### src/rtl/demux_scheduler.sv
// rtl/demux_scheduler.sv - registered 1-to-N stream demux with round-robin / fixed destination select
//
// Steers one valid/ready producer stream into a one-entry buffer whose
// word is presented to exactly one of N consumers.
//
// Ports:
//   clock, reset    : single clock, asynchronous active-high reset
//   in_valid/in_data/in_ready : producer stream (in_ready is combinational)
//   out_valid[N]    : one-hot, bit i set when channel i holds the buffered word
//   out_data        : buffered word, shared by all channels
//   out_ready[N]    : per-channel consumer ready, only the target bit matters
//   mode            : 0 = round-robin, 1 = fixed to cfg_sel
//   cfg_sel         : fixed-mode destination
//   burst_len       : words per channel in round-robin mode (0 behaves as 1)
//   ptr             : current round-robin destination
//   busy            : buffer holds a word

module demux_scheduler #(
    parameter int WIDTH = 8,
    parameter int N     = 4,
    parameter int SW    = 2
) (
    input  logic             clock,
    input  logic             reset,
    input  logic             in_valid,
    input  logic [WIDTH-1:0] in_data,
    output logic             in_ready,
    output logic [N-1:0]     out_valid,
    output logic [WIDTH-1:0] out_data,
    input  logic [N-1:0]     out_ready,
    input  logic             mode,
    input  logic [SW-1:0]    cfg_sel,
    input  logic [3:0]       burst_len,
    output logic [SW-1:0]    ptr,
    output logic             busy
);

    typedef enum logic {
        S_EMPTY = 1'b0,
        S_FULL  = 1'b1
    } state_t;

    state_t           r_state;
    state_t           w_state_nxt;
    logic [SW-1:0]    r_tgt;
    logic [SW-1:0]    r_ptr;
    logic [WIDTH-1:0] r_data;
    logic [3:0]       r_beat_cnt;

    logic             w_drain;
    logic             w_accept;
    logic [3:0]       w_limit_m1;
    logic             w_rr_wrap;

    // Only the ready bit of the channel currently holding the word can drain it.
    always_comb begin
        w_drain  = (r_state == S_FULL) && out_ready[r_tgt];
        w_accept = in_valid && in_ready;
    end

    // A burst length of 0 is folded to 1. Using >= means a burst length
    // lowered beneath the running count advances on the very next accept.
    always_comb begin
        w_limit_m1 = (burst_len == 4'd0) ? 4'd0 : (burst_len - 4'd1);
        w_rr_wrap  = (r_beat_cnt >= w_limit_m1);
    end

    // State register
    always_ff @(posedge clock or posedge reset) begin
        if (reset) begin
            r_state <= S_EMPTY;
        end else begin
            r_state <= w_state_nxt;
        end
    end

    // Next-state logic: an accept wins over a drain, so a same-cycle
    // drain+accept keeps the buffer FULL with the new word.
    always_comb begin
        w_state_nxt = r_state;
        if (w_accept) begin
            w_state_nxt = S_FULL;
        end else if (w_drain) begin
            w_state_nxt = S_EMPTY;
        end
    end

    // Output logic
    always_comb begin
        in_ready  = !reset && ((r_state == S_EMPTY) || w_drain);
        busy      = (r_state == S_FULL);
        out_data  = r_data;
        ptr       = r_ptr;
        out_valid = '0;
        for (int i = 0; i < N; i++) begin
            out_valid[i] = (r_state == S_FULL) && (r_tgt == i[SW-1:0]);
        end
    end

    // Buffer and rotation bookkeeping; mode, cfg_sel and burst_len only
    // matter at the moment a word is accepted.
    always_ff @(posedge clock or posedge reset) begin
        if (reset) begin
            r_data     <= '0;
            r_tgt      <= '0;
            r_ptr      <= '0;
            r_beat_cnt <= '0;
        end else if (w_accept) begin
            r_data <= in_data;
            if (mode) begin
                r_tgt      <= cfg_sel;
                r_beat_cnt <= 4'd0;
            end else begin
                r_tgt <= r_ptr;
                if (w_rr_wrap) begin
                    r_beat_cnt <= 4'd0;
                    r_ptr      <= r_ptr + SW'(1);
                end else begin
                    r_beat_cnt <= r_beat_cnt + 4'd1;
                end
            end
        end
    end

endmodule

### config.mk
export PLATFORM = sky130hd
export DESIGN_NAME = demux_scheduler
export DESIGN_NICKNAME = d
export VERILOG_FILES = /design/src/rtl/demux_scheduler.sv
export SDC_FILE = /design/constraint.sdc
export NUM_CORES = 1
export LEC_CHECK = 0
export CORE_MARGIN = 2
export CORE_UTILIZATION = 40
export CTS_CLUSTER_SIZE = 16
export DETAILED_ROUTE_END_ITERATION = 6
export PLACE_DENSITY = 0.75
export SETUP_SLACK_MARGIN = 0.4
export SYNTH_ARGS = -nofsm -noshare
export SYNTH_HDL_FRONTEND = slang
export SYNTH_SLANG_ARGS = --single-unit
### constraint.sdc
create_clock -name clock -period 4.9 [get_ports clock]
set_clock_uncertainty 0.2 [all_clocks]
set_input_delay 0.98 -clock clock [delete_from_list [all_inputs] [get_ports clock]]
set_output_delay 0.98 -clock clock [all_outputs]
set_load 0.005 [all_outputs]
==> impl_metrics.py, run 1 <==
metrics = {
    "run_status": {
        "status": "completed",
    },
    "layout": {
        "area_growth_pct": 45.1,
        "n_antenna_cell": 0,
        "fin_cells": 152,
        "layout-drive-gt1-share": 0.129,
        "nets": 152,
    },
    "drt": {
        "first_iter_violations": 3,
        "wl_per_cell_um": 12.0,
        "num_vias": 764,
        "ant_nets": 0,
        "viasPerCell": 5.03,
        "drc": 0,
        "wl_mm": 1.83,
        "drt_pass1_iterations": 2,
    },
    "placed_design": {
        "pre_cts_slack_ps": 999,
        "gp_congestion": 0.770,
        "dp.cells": 148,
        "place_hpwl_mm": 1.46,
        "io_buffers": 37,
    },
    "floorplanning": {
        "coreArea_um2": 2210,
        "die_w_um": 52.4,
        "num_rows": 17,
        "die_h_um": 52.4,
        "initial_core_util": 0.423,
        "ioPinCount": 38,
        "die-area_um2": 2740,
    },
    "power": {
        "leakage_nw": 0.590,
        "total_power_mw": 0.533,
        "ir_drop_mv": 0.289,
        "p_per_area_nw_per_um2": 392,
    },
    "setup_path": {
        "end_kind": "output port",
        "cp-start-kind": "input port",
        "crit_buf_inv": 2,
        "worstSetupPathType": "input port to output port",
        "cpPeakStageDelay_ps": 510,
        "worstPathArrival_ps": 2730,
        "crit_family": "buffers and inverters",
        "critical_path_required_ps": 3720,
        "slowest_stage": "mux4_1",
        "cp_cell_sequence": "clkdlybuf4s50_1 > mux4_1 > nand2b_2 > and2_1 > clkdlybuf4s50_1",
        "cpMostUsedCell": "clkdlybuf4s50_1",
        "worstPathMaxFanout": 3,
    },
    "grt": {
        "globalRoute.totalOverflow": 0,
        "grt_start_max_net_pins": 21,
        "grt_pass1_vias": 771,
        "grt_antenna_before_repair": 0,
        "grt_pass1_wl_mm": 3.11,
        "grt_use_total": 0.149,
    },
    "clock_network": {
        "post_cts_buffers": 0,
        "htree_levels": 1,
        "cts_tree": "done",
        "clk_pin_slew_ps": 90,
        "cts-resized-gates": 0,
        "cts_buffers": 3,
        "clock_sinks": 17,
        "insertion_delay_ps": 280,
        "cts_hold_buf": 0,
        "cts_root_buf": "clkbuf_4",
        "clockBufferDepth": 2,
    },
    "synthesis": {
        "syn_area_per_cell_um2": 11.1,
        "ys_types": 30,
        "yosysWarnings": 0,
        "synth_flop_cell": "dfrtp_1",
        "synth_edf_count": 0,
        "ys_seq_area_frac": 0.455,
        "syn-num-nets": 111,
        "syn_inst": 84,
        "ys_seq_elements": 17,
        "postSynth.asyncResetShare": 1.00,
        "synth_area_um2": 936,
    },
    "run": {
        "max-cap-violations": 0,
    },
    "sta": {
        "finalMaxSlewViolations": 0,
        "clock.fmax_mhz": 256,
        "finalHoldViolCount": 0,
        "worst_pin_slew_ps": 567,
        "rsz0062_at_grt": "false",
        "maxSlewHeadroom": 0.622,
        "final.setup.tns_ps": 0,
        "whs_ps": 308,
        "worst_slack_ps": 990,
        "setup_violations": 0,
        "post-route-min-period_ps": 3910,
        "timing.final.crit_share": 0.798,
    },
    "min_path": {
        "min_path_type": "flop to flop",
    },
}
==> area by class of cell <==
type	instances	area, µm²
clock buffers	3	22.5
clock inverters	1	5.00
fillers	206	855
inverters	7	26.3
multi-input cells	58	465
flip-flops and latches	17	425
well taps	28	35.0
repair buffers	38	378
==> worst register-to-register path: cells and delay by family (launching register included) <==
family	cells	cell delay (ps)
simple gates	2	530
mux	2	980
flops	1	440
==> flip-flops by register name (all words and copies together), names as in the netlist <==
name	cells
out_data	8
r_beat_cnt	4
ptr	2
r_tgt	2
busy	1
==> final timing paths <==
check	startpoint	to	slack (ps)	cells after the start
max	out_ready[1]	in_ready	990	5
min	ptr[1]$_DFFE_PP0P_	ptr[1]$_DFFE_PP0P_	310	1
max reg2reg	r_tgt[0]$_DFFE_PP0P_	out_data[4]$_DFFE_PP0P_	2650	4
min reg2reg	ptr[1]$_DFFE_PP0P_	ptr[1]$_DFFE_PP0P_	310	1
max in group asynchronous	reset	ptr[0]$_DFFE_PP0P_	3470	3
min in group asynchronous	reset	r_beat_cnt[2]$_DFFE_PP0P_	840	3
==> where the power goes <==
group	internal [mW]	switching, mW
logic	0.149	0.0785
clock network	0.0303	0.0421
registers	0.189	0.0441
total	0.368	0.165
==> cells in the mapped netlist, types with 2 or more instances <==
cell type  number  area [µm²]
nor2_1          3        11.3
xor2_1          2        17.5
inv_1           7        26.3
nand3_1         2        10.0
a31oi_1         2        12.5
mux2i_1         3        30.0
o21ai_0         5        25.0
ha_1            5        62.6
dfrtp_1        17         425
mux2_2          8        90.1
nand2_1         7        26.3
nor3_1          3        15.0
o22ai_1         2        12.5
o21a_1          2        15.0
==> placed cells by master (no fill, tap or decap), types with 2 or more instances in the layout <==
cell,n
a31oi_1,2
clkbuf_4,3
clkdlybuf4s50_1,37
dfrtp_1,17
ha_1,5
inv_1,7
mux2_2,8
mux2i_1,3
nand2_1,7
nand3_1,2
nor2_1,3
nor3_1,3
o21a_1,2
o21ai_0,5
o22ai_1,2
xor2_1,2
==> stage by stage <==
step / area (µm²) / util
2_1_floorplan: 936 / -
3_3_place_gp: 1330 / 0.601
3_5_place_dp: 1330 / 0.601
4_1_cts: 1360 / 0.614
5_1_grt: 1360 / 0.614
6_report: 1360 / 0.614
==> per-layer routing <==
layer | track usage | wire [µm] | up-vias
met5 | 0 | 0 | -
met1 | 0.167 | 740 | 360
met4 | 0.0385 | 0 | 0
met2 | 0.275 | 946 | 24
met3 | 0.0400 | 140 | 0
li1 | - | - | 380
==> kinds of logic (layout without fill, tap and decap cells) <==
logic type / Yosys count / count (layout) / synth area share
simple gates: 25 / 25 / 0.163
flops: 17 / 17 / 0.455
compound gates: 14 / 14 / 0.0922
mux: 12 / 12 / 0.156
buf+inv: 9 / 49 / 0.0481
fa+ha+maj: 5 / 5 / 0.0668
xor+xnor: 2 / 2 / 0.0187
No activity file was read; power rests on OpenSTA's default activity.
==> inputs of run 2 (changes only) <==
==> constraint.sdc (replaced) <==
create_clock -name clock -period 3.85 [get_ports clock]
set_clock_uncertainty 0.2 [all_clocks]
set_input_delay 0.77 -clock clock [delete_from_list [all_inputs] [get_ports clock]]
set_output_delay 0.77 -clock clock [all_outputs]
set_load 0.005 [all_outputs]
==> run 2 against run 1 <==
Total power grew 28%. Via count shrank 1.3%. Cell area grew 0.28%. Wire length grew 1.4%. Final cell count is the same. Utilization grew 0.17 points. Clock power grew 27%. Die area is the same. Critical path type unchanged. Global-route usage grew 0.48 points.
==> impl_metrics.py, run 2 (synthesized netlist as in run 1, its figures left out) <==
metrics = {
    "grt": {
        "grt_pass1_wl_mm": 3.19,
        "globalRoute.totalOverflow": 0,
        "grt_antenna_before_repair": 0,
        "grt_pass1_vias": 768,
        "grt_use_total": 0.154,
        "grt_start_max_net_pins": 21,
    },
    "power": {
        "total_power_mw": 0.684,
        "p_per_area_nw_per_um2": 503,
        "leakage_nw": 0.603,
        "ir_drop_mv": 0.371,
    },
    "clock_network": {
        "post_cts_buffers": 0,
        "clk_pin_slew_ps": 90,
        "clock_sinks": 17,
        "cts_root_buf": "clkbuf_4",
        "cts_tree": "done",
        "cts_buffers": 3,
        "htree_levels": 1,
        "clockBufferDepth": 2,
        "insertion_delay_ps": 280,
    },
    "setup_path": {
        "worstPathMaxFanout": 3,
        "slowest_stage": "mux4_2",
        "startpoint": "out_ready[3]",
        "worstSetupPathType": "input port to output port",
        "worstPathArrival_ps": 2130,
        "cp_cell_sequence": "clkdlybuf4s50_1 > mux4_2 > nand2b_4 > and2_1 > dlymetal6s2s_1",
        "timing.rr.start": "r_tgt[0]$_DFFE_PP0P_",
        "crit_family": "buffers and inverters",
        "reg2regPathDepth": 4,
        "crit_buf_inv": 2,
        "end_kind": "output port",
        "cp-start-kind": "input port",
        "critical_path_required_ps": 2880,
        "crit_cells": 5,
        "cpPeakStageDelay_ps": 470,
    },
    "min_path": {
        "hold_start": "ptr[1]$_DFFE_PP0P_",
        "hold_depth": 1,
        "min_path_type": "flop to flop",
    },
    "layout": {
        "n_antenna_cell": 0,
        "nets": 152,
        "fillers": 206,
        "fin_cells": 152,
        "layout_commonest_cell": "clkdlybuf4s50_1",
        "utilization": 0.615,
        "layout-drive-gt1-share": 0.137,
        "area_growth_pct": 45.5,
        "largest_reg_flops": 8,
        "layout_common_cells": "36 x clkdlybuf4s50_1, 17 x dfrtp_1, 8 x mux2_2",
    },
    "placed_design": {
        "place_hpwl_mm": 1.50,
        "dp.cells": 148,
        "io_buffers": 37,
        "pre_cts_slack_ps": 376,
        "gp_congestion": 0.770,
    },
    "run_status": {
        "status": "completed",
    },
    "sta": {
        "timing.final.crit_share": 0.806,
        "final.setup.tns_ps": 0,
        "maxSlewHeadroom": 0.616,
        "rsz0062_at_grt": "false",
        "finalMaxSlewViolations": 0,
        "clock.fmax_mhz": 322,
        "worst_pin_slew_ps": 576,
        "setup_violations": 0,
        "finalHoldViolCount": 0,
        "worst_slack_ps": 746,
        "post-route-min-period_ps": 3100,
    },
    "floorplanning": {
        "num_rows": 17,
        "die_w_um": 52.4,
        "initial_core_util": 0.423,
        "ioPinCount": 38,
        "die-area_um2": 2740,
        "coreArea_um2": 2210,
        "die_h_um": 52.4,
    },
    "drt": {
        "viasPerCell": 4.96,
        "wl_mm": 1.85,
        "drc": 0,
        "drt_pass1_iterations": 4,
        "ant_nets": 0,
        "wl_per_cell_um": 12.2,
        "num_vias": 754,
        "first_iter_violations": 3,
    },
    "run": {
        "max-cap-violations": 0,
    },
}
[run 2: changes by cell type in the layout (fill, tap and decap cells not counted)]
cell and change:
clkdlybuf4s50_1 -1, dlymetal6s2s_1 +1, mux4_1 -1, mux4_2 +1, nand2b_2 -1, nand2b_4 +1
[run 2: worst reg2reg max path, delay by kind of cell (launching register included)]
| kind | cells | cell delay, ps |
|---|---|---|
| multiplexers | 2 | 920 |
| AND/OR/NAND/NOR | 2 | 470 |
| flip-flops | 1 | 450 |
[run 2: what timing repair did]
action,CTS,global route
hold buffers,0,0
endpoints found under the hold margin,0,0
setup endpoints to repair,1,1
gates resized for setup,1,2
pin swaps,0,0
[run 2: cell type report]
cell class	count	area (µm²)	area share
inverter	7	26.3	0.0193
tap	28	35.0	0.0257
sequential	17	425	0.312
clock inverter	1	5.00	0.00368
multi-input combinational	58	467	0.343
timing repair buffer	38	380	0.279
clock buffer	3	22.5	0.0165
[run 2: final timing paths]
kind	endpoint	slack, ps
hold / removal	ptr[1]$_DFFE_PP0P_	310
max in group asynchronous	ptr[1]$_DFFE_PP0P_	2640
min in group asynchronous	out_data[6]$_DFFE_PP0P_	620
hold reg to reg	ptr[1]$_DFFE_PP0P_	310
setup / recovery	in_ready	750
setup reg to reg	out_data[1]$_DFFE_PP0P_	1710
[run 2: metrics by stage]
step                hold slack, ps  cell area [µm²]
floorplan                      284              936
global placement               287             1330
detailed placement             293             1330
CTS                            310             1360
global route                   321             1360
finish                         308             1360
[run 2: per-layer routing]
metal | wire (µm) | up-vias | share of wire | global-route usage
met5 | 0 | - | 0 | 0
met4 | 0 | 0 | 0 | 0.0385
met3 | 152 | 0 | 0.082 | 0.0429
met2 | 964 | 30 | 0.52 | 0.285
met1 | 736 | 345 | 0.40 | 0.170
li1 | - | 379 | - | -
[run 2: power breakdown]
group | internal (mW) | total [mW] | switching [mW]
registers | 0.241 | 0.299 | 0.0583
clock network | 0.0386 | 0.0918 | 0.0533
logic | 0.193 | 0.294 | 0.101
total | 0.472 | 0.684 | 0.213
==> inputs of run 3 (changes only) <==
==> constraint.sdc (replaced) <==
create_clock -name clock -period 3.04 [get_ports clock]
set_clock_uncertainty 0.2 [all_clocks]
set_input_delay 0.608 -clock clock [delete_from_list [all_inputs] [get_ports clock]]
set_output_delay 0.608 -clock clock [all_outputs]
set_load 0.005 [all_outputs]
==> run 3 against run 2 <==
Critical path depth unchanged. Sequential power increased by 27%. Register-to-register slack got worse by 950 ps. Die area unchanged. Hold slack improved by 0.64 ps. Clock power increased by 32%. Largest cell class unchanged. Largest power group is now combinational logic.
==> impl_metrics.py, run 3 (synthesized netlist as in run 1, its figures left out) <==
metrics = {
    "run_status": {
        "status": "completed",
    },
    "floorplanning": {
        "num_rows": 17,
        "coreArea_um2": 2210,
        "die_h_um": 52.4,
        "die_w_um": 52.4,
        "initial_core_util": 0.423,
        "ioPinCount": 38,
        "die-area_um2": 2740,
    },
    "power": {
        "p_clk_frac": 0.136,
        "total_power_mw": 0.891,
        "p_sw_mw": 0.278,
        "switching_share": 0.312,
        "leakage_nw": 0.626,
        "p_per_area_nw_per_um2": 646,
        "ir_drop_mv": 0.425,
        "pwr-share-seq": 0.427,
        "combPwrFrac": 0.437,
        "p_int_mw": 0.613,
    },
    "layout": {
        "design_area_um2": 1380,
        "n_antenna_cell": 0,
        "area_growth_pct": 47.3,
        "layout_common_cells": "30 x clkdlybuf4s50_1, 17 x dfrtp_1, 8 x mux2_2",
        "utilization": 0.623,
        "nets": 154,
        "layout-drive-gt1-share": 0.167,
        "largest_reg_flops": 8,
        "fin_cells": 154,
        "layout_commonest_cell": "clkdlybuf4s50_1",
    },
    "sta": {
        "rsz0062_at_grt": "false",
        "timing.final.crit_share": 0.827,
        "post-route-min-period_ps": 2520,
        "finalMaxSlewViolations": 0,
        "finalHoldViolCount": 0,
        "maxSlewHeadroom": 0.709,
        "worst_slack_ps": 525,
        "setup_violations": 0,
        "whs_ps": 309,
        "clock.fmax_mhz": 398,
        "final.setup.tns_ps": 0,
        "worst_pin_slew_ps": 436,
    },
    "setup_path": {
        "reg2regPathDepth": 5,
        "cp-start-kind": "input port",
        "worstPathMaxFanout": 2,
        "timing.rr.start": "r_tgt[0]$_DFFE_PP0P_",
        "critical_path_required_ps": 2230,
        "end_kind": "output port",
        "worstSetupPathType": "input port to output port",
        "worstReg2RegEnd": "out_data[1]$_DFFE_PP0P_",
        "worstPathArrival_ps": 1710,
        "rrSetupSlack_ps": 760,
    },
    "placed_design": {
        "place_area_um2": 1340,
        "place_hpwl_mm": 1.46,
        "pre_cts_slack_ps": -124,
        "gp_congestion": 0.734,
        "io_buffers": 37,
        "dp.cells": 149,
    },
    "clock_network": {
        "htree_levels": 1,
        "clockBufferDepth": 2,
        "cts_tree": "done",
        "insertion_delay_ps": 280,
        "cts_buffers": 3,
        "cts_root_buf": "clkbuf_4",
        "cts_hold_buf": 0,
        "clk_pin_slew_ps": 100,
        "clock_sinks": 17,
    },
    "drt": {
        "first_iter_violations": 9,
        "drc": 0,
        "drt_pass1_iterations": 4,
        "wl_per_cell_um": 12.1,
        "num_vias": 761,
        "viasPerCell": 4.94,
        "wl_mm": 1.86,
        "ant_nets": 0,
    },
    "run": {
        "max-cap-violations": 0,
    },
    "min_path": {
        "min_to": "ptr[1]$_DFFE_PP0P_",
        "min_path_type": "flop to flop",
        "hold_start": "ptr[1]$_DFFE_PP0P_",
        "hold_depth": 1,
    },
    "grt": {
        "grt_start_max_net_pins": 21,
        "grt_pass1_wl_mm": 3.18,
        "globalRoute.totalOverflow": 0,
        "grt_antenna_before_repair": 0,
        "grt_pass1_vias": 740,
        "grt_use_total": 0.154,
    },
}
==> run 3: cell count changes in the layout (fill, tap and decap cells not counted), sizes merged <==
cell / before / now
buf: 1 / 4
clkinv: 1 / 0
clkdlybuf4s50: 36 / 30
dlymetal6s2s: 1 / 2
clkbuf: 3 / 4
dlygate4sd2: 0 / 4
==> run 3: cell type report <==
cell class,count,area [µm²]
timing repair buffer,40,394
sequential,17,425
fill,193,833
inverter,7,26.3
multi-input combinational,58,472
tap,28,35.0
clock buffer,4,26.3
==> run 3: power groups by stage <==
stage          Clock, mW  Combinational (mW)  Sequential, mW
2_1_floorplan          0               0.173           0.373
3_3_place_gp           0               0.369           0.378
3_5_place_dp           0               0.380           0.382
4_1_cts            0.122               0.396           0.380
5_1_grt            0.132               0.431           0.396
6_report           0.121               0.389           0.381
==> run 3: worst max-delay path by stage <==
stage                            start                         to  slack [ps]
after CTS                 burst_len[1]  r_beat_cnt[0]$_DFFE_PP0P_         460
after detailed placement  out_ready[1]                   in_ready        -120
after floorplan           burst_len[1]  r_beat_cnt[0]$_DFFE_PP0P_         680
after global placement    out_ready[1]                   in_ready        -110
final                     out_ready[3]                   in_ready         520
after global routing      burst_len[2]  r_beat_cnt[0]$_DFFE_PP0P_         420
==> run 3: metal layers <==
metal / global-route usage / routed length, µm / vias up
met2: 0.263 / 898 / 24
met5: 0 / 0 / -
met3: 0.0457 / 136 / 0
met1: 0.195 / 828 / 357
li1: - / - / 380
met4: 0.0256 / 0 / 0
==> run 3: critical path: stages <==
cell,delay (ps)
dlygate4sd2_1,230
mux4_2,470
nand2b_4,160
and2_4,140
buf_6,110
==> run 3: timing repair <==
item / 4_1_cts / 5_1_grt
pin swaps: 1 / 3
setup endpoints to repair: 1 / 3
buffers inserted: 1 / 0
resized for setup: 12 / 4
